===== src/rtl/common_cross_buffern_arbited.sv =====
// N-to-1 arbitrated FIFO: grants one upstream channel per cycle (fixed priority
// or round-robin) and queues {source, data} entries in acceptance order.
module common_cross_buffern_arbited #(
  parameter int BUFFER_WIDTH  = 32,
  parameter int CHANNEL_COUNT = 4,
  parameter int BUFFER_DEPTH  = 4,
  parameter int ARBITER_MODE  = 0
) (
  input  logic                                    clk,
  input  logic                                    reset,
  input  logic [CHANNEL_COUNT*BUFFER_WIDTH-1:0]   prev_i_data,
  input  logic [CHANNEL_COUNT-1:0]                prev_i_valid,
  output logic [CHANNEL_COUNT-1:0]                prev_o_ready,
  output logic [BUFFER_WIDTH-1:0]                 next_o_data,
  output logic [$clog2(CHANNEL_COUNT)-1:0]        next_o_src,
  output logic                                    next_o_valid,
  input  logic                                    next_i_ready,
  output logic [$clog2(BUFFER_DEPTH):0]           o_count
);

  localparam int SRC_W = $clog2(CHANNEL_COUNT);
  localparam int PTR_W = $clog2(BUFFER_DEPTH);
  localparam int CNT_W = PTR_W + 1;

  typedef struct packed {
    logic [SRC_W-1:0]        src;
    logic [BUFFER_WIDTH-1:0] data;
  } entry_t;

  entry_t            mem [BUFFER_DEPTH];
  logic [PTR_W-1:0]  rd_ptr, wr_ptr;
  logic [CNT_W-1:0]  count;
  logic [SRC_W-1:0]  last_grant;
  logic [SRC_W-1:0]  winner, rr_idx;
  logic              found, full, push, pop;

  // NOTE: every always_comb output gets a default first so no latch is inferred.
  always_comb begin
    winner = '0;
    rr_idx = '0;
    found  = 1'b0;
    if (ARBITER_MODE == 0) begin
      // Descending scan: the last hit is the lowest valid index.
      for (int i = CHANNEL_COUNT - 1; i >= 0; i--) begin
        if (prev_i_valid[i]) begin
          winner = SRC_W'(i);
          found  = 1'b1;
        end
      end
    end else begin
      // Descending offset scan: the last hit is the first valid channel after last_grant.
      for (int k = CHANNEL_COUNT; k >= 1; k--) begin
        rr_idx = SRC_W'((int'(last_grant) + k) % CHANNEL_COUNT);
        if (prev_i_valid[rr_idx]) begin
          winner = rr_idx;
          found  = 1'b1;
        end
      end
    end
  end

  assign full         = (count == CNT_W'(BUFFER_DEPTH));
  assign prev_o_ready = (!reset && found && !full) ? (CHANNEL_COUNT'(1) << winner) : '0;
  assign push         = |(prev_i_valid & prev_o_ready);
  assign next_o_valid = !reset && (count != '0);
  assign pop          = next_o_valid && next_i_ready;
  assign next_o_data  = mem[rd_ptr].data;
  assign next_o_src   = mem[rd_ptr].src;
  assign o_count      = count;

  // NOTE: storage has no reset; validity is tracked by count alone, so stale words are never shown.
  always_ff @(posedge clk) begin
    if (push) mem[wr_ptr] <= {winner, prev_i_data[winner*BUFFER_WIDTH +: BUFFER_WIDTH]};
  end

  // NOTE: sequential state uses non-blocking assignments so all registers update together.
  always_ff @(posedge clk) begin
    if (reset) begin
      rd_ptr     <= '0;
      wr_ptr     <= '0;
      count      <= '0;
      last_grant <= SRC_W'(CHANNEL_COUNT - 1);
    end else begin
      if (push) begin
        wr_ptr     <= wr_ptr + PTR_W'(1);
        last_grant <= winner;
      end
      if (pop) rd_ptr <= rd_ptr + PTR_W'(1);
      case ({push, pop})
        2'b10:   count <= count + CNT_W'(1);
        2'b01:   count <= count - CNT_W'(1);
        default: count <= count;
      endcase
    end
  end

endmodule


===== config.mk =====
export PLATFORM = sky130hd
export DESIGN_NAME = common_cross_buffern_arbited
export DESIGN_NICKNAME = d
export VERILOG_FILES = /design/src/rtl/common_cross_buffern_arbited.sv
export SDC_FILE = /design/constraint.sdc
export NUM_CORES = 1
export LEC_CHECK = 0
export BUFFER_PORTS_ARGS = -buffer_cell sky130_fd_sc_hd__buf_2
export CORE_ASPECT_RATIO = 1.75
export CORE_MARGIN = 3
export CORE_UTILIZATION = 45
export DETAILED_ROUTE_END_ITERATION = 8
export PLACE_DENSITY = 0.8
export SLEW_MARGIN = 20
export SYNTH_ARGS = -nofsm -noshare
export SYNTH_HDL_FRONTEND = slang
export SYNTH_SLANG_ARGS = --single-unit

===== constraint.sdc =====
create_clock -name clk -period 2.77 [get_ports clk]
set_input_delay 0.277 -clock clk [delete_from_list [all_inputs] [get_ports clk]]
set_output_delay 0.277 -clock clk [all_outputs]
set_load 0.05 [all_outputs]

## Yosys cells after proc, flatten, opt, wreduce, memory -nomap -nowiden

Memory sizes are Yosys's and may differ from the RTL's. A register that Yosys moved wholly into a read port is not among the register bits.
Index checks and enable logic that the tools add are counted.

| word-level totals | value |
|---|---|
| memories kept | 1 |
| RAM bits | 136 |
| bits in registers | 7 |
| bits of input ports | 135 |

| cells by class | value |
|---|---|
| add/sub/neg operators | 4 |
| shifts and indexed selects | 2 |
| bitwise operators | 1 |
| equal/unequal tests | 3 |
| mux-type cells | 14 |
| reduce and logical (&&, ||, !) cells | 9 |

Memory list:

| name | words | bits a word | read ports | clocked after memory_dff | wr ports | RTL line | source |
|---|---|---|---|---|---|---|---|
| mem | 4 | 34 | 1 | 1 | 1 | 30 | `entry_t mem [BUFFER_DEPTH];` |

Operator list:

| cell | number |
|---|---|
| variable part select 128 x 8 -> 32 bit | 1 |
| 2-to-1 mux 2 bit | 6 |
| 2-to-1 mux 1 bit | 6 |
| one-hot mux 3 bit (2 select lines) | 1 |
| adder 2 x 1 -> 2 bit (second input constant) | 2 |
| AND 4 bit | 1 |
| logical AND 1 bit | 4 |
| 2-to-1 mux 4 bit | 1 |
| OR reduction 4 bit | 1 |
| << shifter 1 x 2 -> 4 bit (first input constant) | 1 |
| adder 3 x 1 -> 3 bit (second input constant) | 1 |
| equality test 3 bit (second input constant) | 1 |
| nonzero test 3 bit | 1 |
| subtractor 3 x 1 -> 3 bit (second input constant) | 1 |
| equality test 2 x 1 -> 1 bit (second input constant) | 1 |
| equality test 2 bit (second input constant) | 1 |
| logical NOT 1 bit | 2 |
| nonzero test 2 bit | 1 |

## Logic depth before layout (Yosys ltp)

Gate-level depths: netlist of the first run.

| logic depth | value |
|---|---|
| word-level depth | 11 |
| depth in mapped cells | 10 |

## Least setup slack after synthesis of the first run

Ideal clock, no wire load.

| timing | value |
|---|---|
| path type | register to register |
| start point | register count[0] (netlist: o_count[0]) |
| end point | memory mem[2][10] (netlist name) (enable) |
| cell stages (with the launch flop) | 4 |
| slack | 0.238 ns |
| period minus slack after synthesis | 2.532 ns |
| required time | 2.376 ns |
| data arrival time | 2.138 ns |
| cells stage by stage | dfxtp_1 -> nor2_1 -> a211oi_1 -> and2_1 |

| between the ends | value |
|---|---|
| cells in the longest elaborated chain, start to end | 8 |

Ends and longest elaborated chain:

| item | RTL line | source |
|---|---|---|
| from (decl) | 32 | `logic [CNT_W-1:0] count;` |
| from (signal assigned) | 90 | `2'b10: count <= count + CNT_W'(1);` |
| from (signal assigned) | 91 | `2'b01: count <= count - CNT_W'(1);` |
| from (signal assigned) | 92 | `default: count <= count;` |
| equality test 3 bit | 62 | `assign full = (count == CNT_W'(BUFFER_DEPTH));` |
| logical NOT 1 bit | 63 | `assign prev_o_ready = (!reset && found && !full) ? (CHANNEL_COUNT'(1) << winner) : '0;` |
| logical AND 1 bit | 63 |  |
| 2-to-1 mux 4 bit | 63 |  |
| AND 4 bit | 64 | `assign push = \|(prev_i_valid & prev_o_ready);` |
| OR reduction 4 bit | 64 |  |
| 2-to-1 mux 1 bit | 73 | `if (push) mem[wr_ptr] <= {winner, prev_i_data[winner*BUFFER_WIDTH +: BUFFER_WIDTH]};` |
| 2-to-1 mux 1 bit (not written as such) | 73 |  |
| to (decl) | 30 |  |

Every way passes these cells.

## Final worst setup path of the first run

| timing | value |
|---|---|
| start point | input prev_i_valid[2] |
| end point | output prev_o_ready[3] |

| between the ends | value |
|---|---|
| cells in the longest elaborated chain, start to end | 6 |

Ends and longest elaborated chain:

| item | RTL line | source |
|---|---|---|
| from (decl) | 12 | `input logic [CHANNEL_COUNT-1:0] prev_i_valid,` |
| 2-to-1 mux 1 bit (3 in a row) | 45 | `if (prev_i_valid[i]) begin` |
| logical AND 1 bit (2 in a row) | 63 |  |
| 2-to-1 mux 4 bit (*) | 63 |  |
| to (decl) | 13 | `output logic [CHANNEL_COUNT-1:0] prev_o_ready,` |

Mark *: on every way between the ends. The rest lies on a longest branch, timed or not.

==> metrics.yaml, run 1 <==
clocking:
  root_buffer: "clkbuf_16"
  htree_levels: 4
  clkTransAtPathRegs_ns: 0.06
  clkSinkCount: 145
  post_cts_hold_buffer_count: 0
  cts_resized: 0
  cts_buffers: 17
  clockBufferDepth: 2
  post_cts_buffers: 0
  tritoncts: "yes"
  clock_latency_ns: 0.41
synthesis:
  yosysSeqAreaShare_pct: 65.4
  yosys.cell_types.count: 33
  yosys_warnings: 0
  synth_fa_ha_area_share_pct: 1.27
  yosys_most_used_dff: "edfxtp_1"
  yosys.area_share.simple_pct: 2.55
  synth-xor-area-share_pct: 0.537
  postSynthCellCount: 397
  yosysMostFrequentCell: "edfxtp_1"
  synth_common_cells: "edfxtp_1, inv_1, a21oi_1, mux4_2"
  synth.top_cell.area_share_pct: 62.6
  avgSynthCellArea_um2: 16.4
  synth_nets: 538
  async_flop_share_pct: 0
  synth_edf_count: 136
  yosysTopAreaCell: "edfxtp_1"
  synth_compound_area_share_pct: 12.5
  ys_ff_latch: 145
  synth_area_leaders: "edfxtp_1, mux4_2, a221o_1"
  synth_top_family_by_area: "compound AO/OA/AOI/OAI gates"
  synthMuxAreaShare_pct: 12.1
  synth_area_mm2: 0.00652
global_routing:
  grt_pass1_vias: 4476
  grt_max_degree: 69
  grt_util_all_layers_pct: 19.1
  grt_pass1_wl_um: 23300
  overflow: 0
  antenna_found_initial: 1
route:
  drc_errors: 0
  drtPass1Iterations: 5
  via_per_inst: 5.62
  drt_iter0_drc: 257
  wl_per_cell_um: 20.0
  drt_wl_total_um: 15200
  vias: 4276
  drtAntennaViolNets: 0
floorplanning:
  chipHeight_um: 165
  core.rowCount: 57
  initial_utilization_pct: 46.4
  ios: 177
  die_w_um: 97.0
  dieArea_mm2: 0.0160
  core_region_area_mm2: 0.0140
timing:
  worstMarginPinSlew_ns: 0.892
  finalCritPeriodShare_pct: 85.3
  relSlewSlack_pct: 40.4
  fin_setup_tns_ns: 0
  rsz0062_at_grt: "false"
  fmax_mhz: 423
  finalHoldViolCount: 0
  min_period_ns: 2.36
  skew_ns: 0.00839
  setup_violations: 0
  drv_slew: 0
layout:
  layout-drive-gt1-share_pct: 44.8
  nFillCells: 1081
  area_delta_synth_final_pct: 25.5
  fin_cells: 761
  finalNetCount: 711
critical_path:
  cp-end-kind: "output pin"
  startpoint_type: "primary input"
  worst-setup-path-type: "primary input to output pin"
  worst-endpoint-arrival_ns: 2.08
  cp.required_ns: 2.49
  cp_max_fo: 34
power_and_ir_drop:
  p_per_area_mw_per_mm2: 839
  total_leakage_power_nw: 3.21
  vdd_drop_max_uv: 461
run:
  max_cap_viol_count: 0
place:
  port_buffers: 176
  placedCellCount: 728
  hpwlAfterDp_um: 10100
  gp_congestion: 0.825
min_path:
  min-delay-path-class: "primary input to register"
run_status:
  status: "finished clean"
-- stage by stage --
step / setup slack [ns] / power (W) / hold slack (ns) / util (%) / area [µm²]
detailed placement: 0.310 / 0.00455 / 0.538 / 53.7 / 7550
global placement: 0.475 / 0.00450 / 0.497 / 53.7 / 7550
CTS: 0.410 / 0.00695 / 0.168 / 58.2 / 8180
floorplan: 0.238 / 0.00407 / 0.457 / - / 6520
global route: 0.291 / 0.00713 / 0.185 / 58.3 / 8190
finish: 0.408 / 0.00687 / 0.188 / 58.3 / 8190
-- path summary, 6_finish.rpt --
path	startpoint	end	slack, ns	depth (start not counted)
max reg2reg	o_count[1]$_SDFFE_PP0P_	o_count[2]$_SDFFE_PP0P_	0.47	9
min reg2reg	rd_ptr[1]$_SDFFE_PP0P_	register	0.55	2
max	prev_i_valid[2]	prev_o_ready[3]	0.41	5
min	reset	o_count[0]$_SDFFE_PP0P_	0.19	2
-- worst max-delay path, stage by stage --
cell	delay, ns
buf_2	0.24
buf_4	0.29
nor2b_4	0.73
and3_1	0.27
buf_2	0.26
-- final cells by class --
class | instances | area [µm²] | share of cell area, %
repair buffers | 187 | 1030 | 12.5
well taps | 177 | 221 | 2.71
diodes | 1 | 2.50 | 0.0306
clock buffers | 17 | 425 | 5.20
inverters | 38 | 143 | 1.74
multi-input cells | 181 | 1890 | 23.1
flip-flops and latches | 145 | 4270 | 52.1
clock inverters | 15 | 208 | 2.54
-- sequential cells by signal, summed over array words and instances (netlist names), named ones only --
name	cells
o_count	3
mem	136
rd_ptr	2
wr_ptr	2
-- routing by layer --
layer  GRT usage [%]  vias to the layer above  routed length (µm)
met1            21.9                     2133                5610
met2            34.5                      172                8330
met5               0                        -                   0
met4            7.73                        0                 386
met3            4.37                       21                 873
li1                -                     1950                   -
-- where the power goes --
part	total [W]	switching, W	internal, W	leakage (nW)
logic	0.00176	0.00116	0.000591	1.58
registers	0.00272	0.0000763	0.00265	1.33
clock network	0.00239	0.000875	0.00152	0.302
-- cells by family (layout without fill, tap and decap cells) --
group	after synthesis	count (layout)
other	0	1
and+or+nand+nor	30	30
AOI/OAI and AO/OA	105	105
muxes	36	36
DFF	145	145
xor gates and xnor gates	4	4
adders and majority gates	6	6
buffers and inverters	71	257
-- layout by cell type, fill, tap and decap left out, drive strengths merged, types with 2 or more instances in the layout --
cell	n
nand2b	2
buf	187
nor2	14
a21oi	36
clkbuf	17
mux4	34
dfxtp	9
and2	5
clkinv	4
a221o	32
and3	2
a22o	32
bufinv	4
clkinvlp	3
edfxtp	136
nor3	2
ha	5
xor2	4
inv	42
Note: power is estimated with default switching activity, not from simulation.
==> inputs of run 2 (changes only) <==
CORE_UTILIZATION = 35   (was 45)
PLACE_DENSITY = 0.67   (was 0.8)
==> metrics.yaml, run 2 (synthesized netlist as in run 1, its figures left out) <==
run_status:
  status: "finished clean"
clocking:
  post_cts_hold_buffer_count: 0  # unchanged
  post_cts_buffers: 0  # unchanged
  clkTransAtPathRegs_ns: 0.06  # about the same
  tritoncts: "yes"
  clkSinkCount: 145  # unchanged
  clock_latency_ns: 0.41  # about the same
  cts_resized: 0  # unchanged
  htree_levels: 4  # unchanged
  cts_buffers: 17  # unchanged
  root_buffer: "clkbuf_16"
  clockBufferDepth: 2  # unchanged
critical_path:
  startpoint_type: "register"
  cp_slowest_cell: "dfxtp_2"
  cp-end-kind: "output pin"
  cp_max_fo: 24  # -29%
  reg2regPathDepth: 8  # -1
  path_cells: "buf_12 -> mux4_2 -> buf_2"
  cp.required_ns: 2.49  # about the same
  worst-setup-path-type: "register to output pin"
  worst-endpoint-arrival_ns: 2.13  # +0.05 ns
  max_stage_delay_ns: 0.60  # -0.13 ns
layout:
  n_antenna_cell: 0  # -1
  utilization_pct: 45.4  # -13 points
  final_common_cell: "buf_2"
  largest_reg_flops: 136  # unchanged
  finalNetCount: 716  # +0.70%
  design_area_mm2: 0.00823  # +0.57%
  final_cell_mix: "buf_2, edfxtp_1, inv_1"
  regMostFlops: "mem"
  layout-drive-gt1-share_pct: 45.1  # +0.30 points
  fin_cells: 822  # +8.0%
  area_delta_synth_final_pct: 26.2
timing:
  rsz0062_at_grt: "false"
  finalCritPeriodShare_pct: 87.0  # +1.8 points
  setup_violations: 0  # unchanged
  min_period_ns: 2.41  # +0.0486 ns
  drv_slew: 0  # unchanged
  fin_setup_tns_ns: 0  # unchanged
  skew_ns: 0.00763  # -0.000763 ns
  worstMarginPinSlew_ns: 0.723  # -0.169 ns
  relSlewSlack_pct: 51.8  # +11 points
  fmax_mhz: 415  # -2.0%
  finalHoldViolCount: 0  # unchanged
route:
  vias: 4290  # +0.33%
  drtPass1Iterations: 4  # -1
  via_per_inst: 5.22  # -7.1%
  wl_per_cell_um: 19.8  # -0.90%
  drc_errors: 0  # unchanged
  drt_wl_total_um: 16300  # +7.0%
  drtAntennaViolNets: 0  # unchanged
  drt_iter0_drc: 256  # -0.39%
floorplanning:
  initial_utilization_pct: 36.0  # -10 points
  core_region_area_mm2: 0.0181  # +29%
  dieArea_mm2: 0.0204  # +27%
  chipHeight_um: 187  # +13%
  ios: 177  # unchanged
  die_w_um: 109  # +13%
  core.rowCount: 65  # +14%
run:
  max_cap_viol_count: 0  # unchanged
min_path:
  min_path_cells: 2  # unchanged
  min-delay-path-class: "primary input to register"
place:
  hpwlAfterDp_um: 11400  # +13%
  dpl-instance-area_mm2: 0.00763  # +1.1%
  placedCellCount: 790  # +8.5%
  gp_congestion: 0.779  # -5.5%
  port_buffers: 176  # unchanged
power_and_ir_drop:
  total_leakage_power_nw: 3.21  # about the same
  vdd_drop_max_uv: 381  # -17%
  p_per_area_mw_per_mm2: 821  # -2.2%
  power_w: 0.00676  # -1.7%
global_routing:
  grt_util_all_layers_pct: 16.3  # -2.8 points
  grt_pass1_wl_um: 24800  # +6.1%
  antenna_found_initial: 0  # -1
  grt_pass1_vias: 4512  # +0.80%
  grt_max_degree: 69  # unchanged
  overflow: 0  # unchanged
## run 2: area by class of cell
| type | count | area, µm² |
|---|---|---|
| clock buffers | 17 | 425 |
| clock inverters | 15 | 173 |
| fillers | 1594 | 9900 |
| inverters | 38 | 143 |
| multi-input cells | 181 | 1890 |
| flip-flops and latches | 145 | 4270 |
| well taps | 234 | 293 |
| repair buffers | 192 | 1040 |
## run 2: stage by stage
step / hold slack [ns] / setup WS (ns)
2_1_floorplan: 0.457 / 0.238
3_3_place_gp: 0.492 / 0.497
3_5_place_dp: 0.510 / 0.436
4_1_cts: 0.171 / 0.268
5_1_grt: 0.197 / 0.207
6_report: 0.193 / 0.359
## run 2: path summary, 6_finish.rpt
kind,startpoint,endpoint,slack (ns)
min reg2reg,wr_ptr[1]$_SDFFE_PP0P_,wr_ptr[1]$_SDFFE_PP0P_,0.51
max reg2reg,o_count[2]$_SDFFE_PP0P_,o_count[2]$_SDFFE_PP0P_,0.68
max,register,next_o_data[20],0.36
min,reset,o_count[0]$_SDFFE_PP0P_,0.19
## run 2: metal layers
metal	vias to the layer above	global-route usage, %	share of wire (%)
li1	1958	-	-
met1	2129	18.8	36
met2	182	28.6	55
met3	21	3.29	6.3
met4	0	6.96	2.5
met5	-	0	0
## run 2: worst max-delay path: cells and delay by family, from the launching register on
family | cells | cell delay [ns]
DFF | 1 | 0.60
muxes | 1 | 0.57
buffers and inverters | 2 | 0.53
## run 2: report_power, final
part,switching (W),internal (W),total [W]
Clock,0.000915,0.00135,0.00227
Sequential,0.0000991,0.00264,0.00274
Combinational,0.00115,0.000590,0.00174
Total,0.00217,0.00459,0.00676
==> inputs of run 3 (changes only) <==
CELL_PAD_IN_SITES_DETAIL_PLACEMENT = 0   (was default)
CELL_PAD_IN_SITES_GLOBAL_PLACEMENT = 1   (was default)
PLACE_DENSITY = 0.77   (was 0.67)
==> metrics.yaml, run 3 (synthesized netlist as in run 1, its figures left out) <==
global_routing:
  grt_pass1_wl_um: 23900  # -3.3%
  grt_pass1_vias: 4406  # -2.3%
  antenna_found_initial: 1  # +1
  grt_max_degree: 69  # unchanged
  overflow: 0  # unchanged
  grt_util_all_layers_pct: 15.7  # -0.55 points
power_and_ir_drop:
  p_per_area_mw_per_mm2: 832  # +1.4%
  total_leakage_power_nw: 3.20  # -0.20%
  vdd_drop_max_uv: 497  # +30%
route:
  vias: 4154  # -3.2%
  drtAntennaViolNets: 0  # unchanged
  drtPass1Iterations: 6  # +2
  wl_per_cell_um: 19.2  # -3.1%
  drc_errors: 0  # unchanged
  drt_iter0_drc: 185  # -28%
  drt_wl_total_um: 15700  # -3.5%
  via_per_inst: 5.07  # -2.8%
place:
  dpl-instance-area_mm2: 0.00763  # about the same
  port_buffers: 176  # unchanged
  hpwlAfterDp_um: 10900  # -4.6%
  gp_congestion: 0.729  # -6.5%
timing:
  worstMarginPinSlew_ns: 0.723  # -0.000841 ns
  fmax_mhz: 451  # +8.8%
  setup_violations: 0  # unchanged
  finalCritPeriodShare_pct: 80.0  # -7.0 points
  fin_setup_tns_ns: 0  # unchanged
  relSlewSlack_pct: 51.8  # +0.056 points
  finalHoldViolCount: 0  # unchanged
  drv_slew: 0  # unchanged
  rsz0062_at_grt: "false"
  min_period_ns: 2.22  # -0.194 ns
  skew_ns: 0.00820  # +0.000567 ns
layout:
  nFillCells: 1629  # +2.2%
  layout-drive-gt1-share_pct: 44.7  # -0.38 points
  utilization_pct: 45.5  # +0.16 points
  largest_reg_flops: 136  # unchanged
  area_delta_synth_final_pct: 26.6
  finalNetCount: 712  # -0.56%
  final_common_cell: "buf_2"
  regMostFlops: "mem"
  design_area_mm2: 0.00826  # +0.35%
  final_cell_mix: "buf_2, edfxtp_1, inv_1"
clocking:
  htree_levels: 4  # unchanged
  cts_buffers: 17  # unchanged
  root_buffer: "clkbuf_16"
  post_cts_buffers: 0  # unchanged
  cts_resized: 0  # unchanged
  clockBufferDepth: 2  # unchanged
  clkSinkCount: 145  # unchanged
  clock_latency_ns: 0.41  # about the same
  post_cts_hold_buffer_count: 0  # unchanged
  tritoncts: "yes"
  clkTransAtPathRegs_ns: 0.06  # about the same
floorplanning:
  chipHeight_um: 187  # unchanged
  ios: 177  # unchanged
  dieArea_mm2: 0.0204  # unchanged
  die_w_um: 109  # unchanged
  initial_utilization_pct: 36.0  # unchanged
  core.rowCount: 65  # unchanged
  core_region_area_mm2: 0.0181  # unchanged
critical_path:
  cp-end-kind: "output pin"
  reg2regPathDepth: 8  # unchanged
  r2r_end: "o_count[2]$_SDFFE_PP0P_"
  cp.required_ns: 2.49  # about the same
  cp_max_fo: 26  # +8.3%
  worst-setup-path-type: "register to output pin"
  startpoint_type: "register"
  rrSetupSlack_ns: 0.66  # -0.02 ns
  r2r_start: "o_count[2]$_SDFFE_PP0P_"
  worst-endpoint-arrival_ns: 1.94  # -0.19 ns
min_path:
  min_path_cells: 2  # unchanged
  hold_path_startpoint: "reset"
  min-delay-path-class: "primary input to register"
run_status:
  status: "finished clean"
run:
  max_cap_viol_count: 0  # unchanged
-- run 3: changes by cell type in the layout (fill, tap and decap cells not counted), sizes merged --
cell / change
bufinv: +2
buf: -4
clkinvlp: +2
inv: -3
diode: +1
clkinv: -1
-- run 3: critical path, stage by stage (launching register included) --
cell and delay (ns):
dfxtp_2 0.45, buf_4 0.41, mux4_2 0.41, buf_2 0.24
-- run 3: power breakdown --
group          switching, W  internal (W)  leakage [nW]
logic               0.00118      0.000592          1.58
clock network      0.000876       0.00152         0.292
registers         0.0000695       0.00265          1.33
-- run 3: how the worst max path moves through the flow --
| stage | cells past startpoint | slack (ns) | start | to |
|---|---|---|---|---|
| floorplan | 3 | 0.24 | o_count[0]$_SDFFE_PP0P_ | mem[2][10]$_DFFE_PP_ |
| detailed placement | 10 | 0.44 | prev_i_valid[2] | o_count[2]$_SDFFE_PP0P_ |
| global route | 3 | 0.46 | register | next_o_data[0] |
| CTS | 3 | 0.51 | register | next_o_data[23] |
| global placement | 10 | 0.45 | prev_i_valid[2] | o_count[2]$_SDFFE_PP0P_ |
| finish | 3 | 0.55 | register | next_o_data[23] |
-- run 3: routing by layer --
| metal | global-route usage, % | vias to the layer above | part of all wire, % |
|---|---|---|---|
| li1 | - | 1945 | - |
| met1 | 17.3 | 2076 | 37 |
| met2 | 28.9 | 126 | 57 |
| met3 | 3.67 | 7 | 5.3 |
| met4 | 5.42 | 0 | 1.2 |
| met5 | 0 | - | 0 |
-- run 3: stage by stage --
| stage | setup WS, ns | instances | hold WS, ns | power, W |
|---|---|---|---|---|
| floorplan | 0.238 | 397 | 0.457 | 0.00407 |
| finish | 0.554 | 819 | 0.198 | 0.00687 |
| detailed placement | 0.444 | 786 | 0.508 | 0.00456 |
| global route | 0.457 | 819 | 0.204 | 0.00716 |
| CTS | 0.508 | 818 | 0.183 | 0.00695 |
| global placement | 0.449 | 786 | 0.491 | 0.00452 |
-- run 3: layout make-up --
| type | count | area, µm² | share of cell area [%] |
|---|---|---|---|
| Inverter | 38 | 143 | 1.73 |
| Tap cell | 234 | 293 | 3.54 |
| Timing Repair Buffer | 188 | 1030 | 12.5 |
| Clock inverter | 15 | 204 | 2.47 |
| Multi-Input combinational cell | 181 | 1890 | 22.9 |
| Clock buffer | 17 | 425 | 5.15 |
| Antenna cell | 1 | 2.50 | 0.0303 |
| Sequential cell | 145 | 4270 | 51.7 |
